**config.mk**
```make
export PLATFORM = sky130hd
export DESIGN_NAME = reg_file
export DESIGN_NICKNAME = d
export VERILOG_FILES = /design/src/rtl/reg_file_pkg.sv /design/src/rtl/reg_file.sv
export SDC_FILE = /design/constraint.sdc
export NUM_CORES = 2
export LEC_CHECK = 0
export BUFFER_PORTS_ARGS = -buffer_cell sky130_fd_sc_hd__clkbuf_2
export CAP_MARGIN = 20
export CORE_AREA = 2 2 349 351
export CTS_CLUSTER_DIAMETER = 120
export DETAILED_ROUTE_END_ITERATION = 12
export DIE_AREA = 0 0 351 353
export GPL_ROUTABILITY_DRIVEN = 0
export MAX_ROUTING_LAYER = met4
export PLACE_DENSITY = 0.79
export REMOVE_ABC_BUFFERS = 1
export SLEW_MARGIN = 40
export SYNTH_ARGS = -nofsm -noshare
export SYNTH_HDL_FRONTEND = slang
export SYNTH_SLANG_ARGS = --single-unit
export TNS_END_PERCENT = 50
```
**constraint.sdc**
```tcl
create_clock -name clk_in -period 4.5 [get_ports clk_in]
set_clock_uncertainty 0.2 [all_clocks]
set_input_delay 0.9 -clock clk_in [delete_from_list [all_inputs] [get_ports clk_in]]
set_output_delay 0.9 -clock clk_in [all_outputs]
set_load 0.01 [all_outputs]
```
**src/rtl/reg_file_pkg.sv**
```systemverilog
// Shared constants and read-port result type for the architectural register file.
// ROB_BIT must track the reorder buffer's entry-index width.
package reg_file_pkg;

  localparam int ROB_BIT   = 4;
  localparam int REG_BIT   = 5;
  localparam int ROB_SIZE  = 1 << ROB_BIT;
  localparam int REG_COUNT = 32;

  typedef struct packed {
    logic               ready;
    logic [31:0]        value;
    logic [ROB_BIT-1:0] tag;
  } rd_port_t;

endpackage

```
**src/rtl/reg_file.sv**
```systemverilog
// Architectural register file with per-register busy flag and youngest-writer ROB tag.
// Source lookups are combinational and bypass same-cycle commits and finished ROB entries.
module reg_file #(
  parameter int ROB_BIT = reg_file_pkg::ROB_BIT,
  parameter int REG_BIT = reg_file_pkg::REG_BIT
) (
  input  logic               clk_in,
  input  logic               rst_n_in,
  input  logic               rdy_in,
  input  logic               clear_up,
  input  logic               issue_pollute,
  input  logic [REG_BIT-1:0] issue_reg_id,
  input  logic [ROB_BIT-1:0] issue_rob_entry,
  input  logic               rob_commit,
  input  logic [REG_BIT-1:0] commit_rd_reg_id,
  input  logic [ROB_BIT-1:0] commit_rob_entry,
  input  logic [31:0]        commit_value,
  input  logic [REG_BIT-1:0] rs1_id,
  input  logic [REG_BIT-1:0] rs2_id,
  output logic               rs1_ready,
  output logic               rs2_ready,
  output logic [31:0]        rs1_value,
  output logic [31:0]        rs2_value,
  output logic [ROB_BIT-1:0] rs1_rob_entry,
  output logic [ROB_BIT-1:0] rs2_rob_entry,
  output logic [ROB_BIT-1:0] get_rob_entry1,
  output logic [ROB_BIT-1:0] get_rob_entry2,
  input  logic               ready1,
  input  logic               ready2,
  input  logic [31:0]        value1,
  input  logic [31:0]        value2
);
  import reg_file_pkg::*;

  logic [31:0]          regs [REG_COUNT];
  logic [ROB_BIT-1:0]   tags [REG_COUNT];
  logic [REG_COUNT-1:0] busy;

  logic commit_fire;
  logic issue_fire;
  rd_port_t rd1, rd2;

  // x0 is filtered here, so it is never written and never marked busy.
  assign commit_fire = rdy_in && rob_commit && (commit_rd_reg_id != '0);
  assign issue_fire  = rdy_in && issue_pollute && (issue_reg_id != '0) && !clear_up;

  function automatic rd_port_t read_port(input logic [REG_BIT-1:0] id,
                                         input logic               rob_ready,
                                         input logic [31:0]        rob_value);
    rd_port_t r;
    r.tag   = tags[id];
    r.ready = 1'b1;
    r.value = regs[id];
    if (busy[id]) begin
      if (commit_fire && (commit_rd_reg_id == id) && (commit_rob_entry == tags[id]))
        r.value = commit_value;
      else if (rob_ready)
        r.value = rob_value;
      else begin
        r.ready = 1'b0;
        r.value = '0;
      end
    end
    return r;
  endfunction

  always_comb begin
    rd1 = read_port(rs1_id, ready1, value1);
    rd2 = read_port(rs2_id, ready2, value2);
  end

  assign get_rob_entry1 = tags[rs1_id];
  assign get_rob_entry2 = tags[rs2_id];
  assign rs1_ready      = rd1.ready;
  assign rs1_value      = rd1.value;
  assign rs1_rob_entry  = rd1.tag;
  assign rs2_ready      = rd2.ready;
  assign rs2_value      = rd2.value;
  assign rs2_rob_entry  = rd2.tag;

  // Later assignments win: a flush or a same-cycle re-issue overrides the commit's busy clear.
  always_ff @(posedge clk_in or negedge rst_n_in) begin
    if (!rst_n_in) begin
      busy <= '0;
      for (int i = 0; i < REG_COUNT; i++) begin
        regs[i] <= '0;
        tags[i] <= '0;
      end
    end else if (rdy_in) begin
      if (commit_fire) begin
        regs[commit_rd_reg_id] <= commit_value;
        if (tags[commit_rd_reg_id] == commit_rob_entry)
          busy[commit_rd_reg_id] <= 1'b0;
      end
      if (clear_up) begin
        busy <= '0;
      end else if (issue_fire) begin
        busy[issue_reg_id] <= 1'b1;
        tags[issue_reg_id] <= issue_rob_entry;
      end
    end
  end

endmodule
```
==> flow_summary.toml <==
[timing]
rsz0062_at_grt = "yes"
period_needed_ns = 4.567
final_hold_viol_count = 0
slew_headroom_pct = 39.92
slew_viol_final = 0
worst_pin_slew_ns = 0.9012
finalCritPeriodShare_pct = 101.5
timing.final.ws_setup_ns = -0.06739
max_clock_freq_mhz = 218.9
setup_viol = 33
fin_tns_setup_ns = -0.8828

[pwr]
cellLeakagePower_nw = 33.33
p_total_w = 0.02873
vdd_drop_max_uv = 305.6
swShare_pct = 26.31
p_sw_w = 0.007559
clock_power_share_pct = 36.9
p_int_w = 0.02117
combPwrFrac_pct = 18.1
power_density_nw_per_um2 = 381.2
seqPwrFrac_pct = 44.9

[cts]
tritoncts = "built"
clock-sinks = 1184
path_clk_slew_ns = 0.06
clockBufferDepth = 3
clock_latency_ns = 0.73
cts-root-buf = "clkbuf_16"
cts_htree_levels = 3
numCtsBuffers = 121

[finish]
nNetsFinal = 4547
n_fill_cell = 8384
drive_above_1_share_pct = 59.61
stdcell_area_um2 = 75370
area_growth_pct = 14.76

[setup_path]
cp_num_buf_inv = 6
max_stage_delay_ns = 0.27
worstPathCellList = "buf_12 -> buf_12 -> buf_12 -> mux2i_2 -> a22oi_1 -> nand3_1 -> nand4_1 -> xnor2_2 -> nand4_1 -> buf_6 -> buf_12 -> nand4_1 -> o211ai_1 -> buf_2"
critPathLaunchType = "primary input"
criticalPathCategory = "primary input to output pin"
endpoint_kind = "output pin"
arrival_ns = 3.47
cp_max_fo = 14
critPathRequiredTime_ns = 3.40
crit_top_cell = "buf_12"
crit_path_top_delay_cell = "xnor2_2"
crit_family = "buffers and inverters"

[synth]
synth_compound_area_share_pct = 1.640
syn-instance-count = 4220
synth_top_family_by_area = "multiplexers"
synthArstFlopShare_pct = 100.0
ys_ff_latch = 1184
synth.cell_area_um2 = 65670
synth_adder_area_share_pct = 0
ys_seq_area_share_pct = 45.12
synth_edf_count = 0
synth-simple-area-share_pct = 2.328
synth_flop_cell = "dfrtp_1"
synth_area_leader_cell = "dfrtp_1"
synthMuxAreaShare_pct = 47.25
yosys.area_share.xor_xnor_pct = 0.2534
synth_cell_types = 50
synth.area.top_cells = "dfrtp_1 (45%), mux4_2 (25%), mux2_2 (19%), mux2i_1 (3.2%), clkbuf_1 (1.7%)"
avgSynthCellArea_um2 = 15.56
synth_top_area_share_pct = 45.12
yosysWarnings = 0

[floorplanning]
fp.dieW_um = 351
design.core.area_um2 = 120600
dieArea_um2 = 123900
io_pins = 214
fp.dieH_um = 353
num_rows = 128
start_util_pct = 54.46

[global_route]
antenna_found_initial = 2
grt_overflow = 0
grt_max_degree = 93
grtUsageTotal_pct = 32.85
grt_pass1_vias = 44528
grt_pass1_wl_mm = 291.9

[placement]
place_hpwl_mm = 120.4
dpl-instance-area_um2 = 70410
portBuffers = 213

[route]
initialDrtViolationCount = 4595
routed_wl_mm = 197.0
vias = 42866
viasPerCell = 6.977
post-route-drc-count = 0
wl_per_cell_um = 32.07
firstDrtPassIters = 8
drtAntennaViolNets = 0

[hold_path]
hold_class = "register to register"

[outcome]
failed_checks = "negative setup slack"
status = "complete, but fails checks"

[flow_run]
maxCapViolCount = 0
[metal layers]
metal,vias up,track usage (%),wire [µm]
met4,0,14.04,10430
met1,22957,43.10,73570
met2,2434,50.00,93790
li1,16890,-,-
met3,585,6.927,19230
met5,-,-,0
[sequential cells by signal, indices dropped and copies added (netlist names)]
name	cells
regs	1024
busy	32
tags	128
[cell type report]
class	instances	area [µm²]	area share, %
diodes	1	2.502	0.003320
flip-flops and latches	1184	29630	39.31
well taps	1625	2033	2.698
repair buffers	563	5164	6.851
clock inverters	51	640.6	0.8500
inverters	22	93.84	0.1245
clock buffers	175	3562	4.726
multi-input cells	2523	34240	45.43
[per-stage QoR]
stage,utilization [%],hold slack [ns],cells,setup WS (ns)
2_1_floorplan,-,0.1653,3729,-2.394
3_3_place_gp,58.35,0.1765,5884,-0.1821
3_5_place_dp,58.39,0.1836,5885,-0.1950
4_1_cts,62.16,0.1979,6128,-0.005159
5_1_grt,62.50,0.2089,6144,-0.1522
6_report,62.50,0.1952,6144,-0.06739
[logic make-up (layout without fill, tap and decap cells)]
family,count (synthesis),in the layout
and+or+nand+nor,291,291
muxes,2055,2055
other,0,1
DFF,1184,1184
AOI/OAI and AO/OA,158,158
xor gates and xnor gates,19,19
buffers and inverters,513,811
[placed cells by master, fill, tap and decap left out, types with 6 or more instances in the layout]
cell type      n
dfrtp_1     1184
mux2_2      1118
mux4_2       723
buf_4        239
mux2i_1      197
clkbuf_2     188
clkbuf_16    126
buf_12        87
nand3_1       54
nand4_1       42
o211ai_1      39
a21oi_1       36
nand2_1       35
and2_1        35
clkbuf_8      31
nor2_1        25
nor2_4        24
o31ai_1       24
clkinv_2      23
clkbuf_1      22
a22oi_1       21
inv_1         19
buf_2         17
nor2b_1       14
buf_6         13
xnor2_1       12
bufinv_16     12
mux2i_2       11
o21ai_1       11
clkinvlp_4     9
nand2b_1       8
buf_16         8
inv_6          7
nor3_1         6
[final timing paths]
check / cells after the start / slack, ns / endpoint / startpoint
min in group asynchronous: 2 / 0.49 / regs[975] / rst_n_in
max reg2reg: 10 / 1.33 / busy[19] / tags[70]
min: 0 / 0.20 / regs[1016] / regs[1016]
min reg2reg: 0 / 0.20 / regs[1016] / regs[1016]
max: 14 / -0.07 / rs2_value[24] / rs2_id[1]
max in group asynchronous: 4 / 2.28 / regs[891] / rst_n_in
[power by group through the flow]
stage	logic (W)	registers [W]	clock network, W
2_1_floorplan	0.00324	0.0127	0
3_3_place_gp	0.00496	0.0129	0
3_5_place_dp	0.00509	0.0130	0
4_1_cts	0.00518	0.0129	0.0107
5_1_grt	0.00552	0.0130	0.0111
6_report	0.00521	0.0129	0.0106
[Yosys cell counts (all sizes together), types with 37 or more instances]
master / count
nand2: 43
mux4: 723
nand3: 56
a21oi: 37
o211ai: 39
clkbuf: 296
buf: 195
nand4: 42
and2: 37
nor2: 54
mux2i: 211
mux2: 1121
dfrtp: 1184
[repair_timing]
item | 4_1_cts | 5_1_grt
resized for setup | 35 | 59
hold buffers | 1 | 0
cloned | 3 | 5
pin swaps | 9 | 25
endpoints found under the hold margin | 24 | 0
setup endpoints to repair | 65 | 64
setup buffers | 13 | 10
No activity file was read; power rests on OpenSTA's default activity.
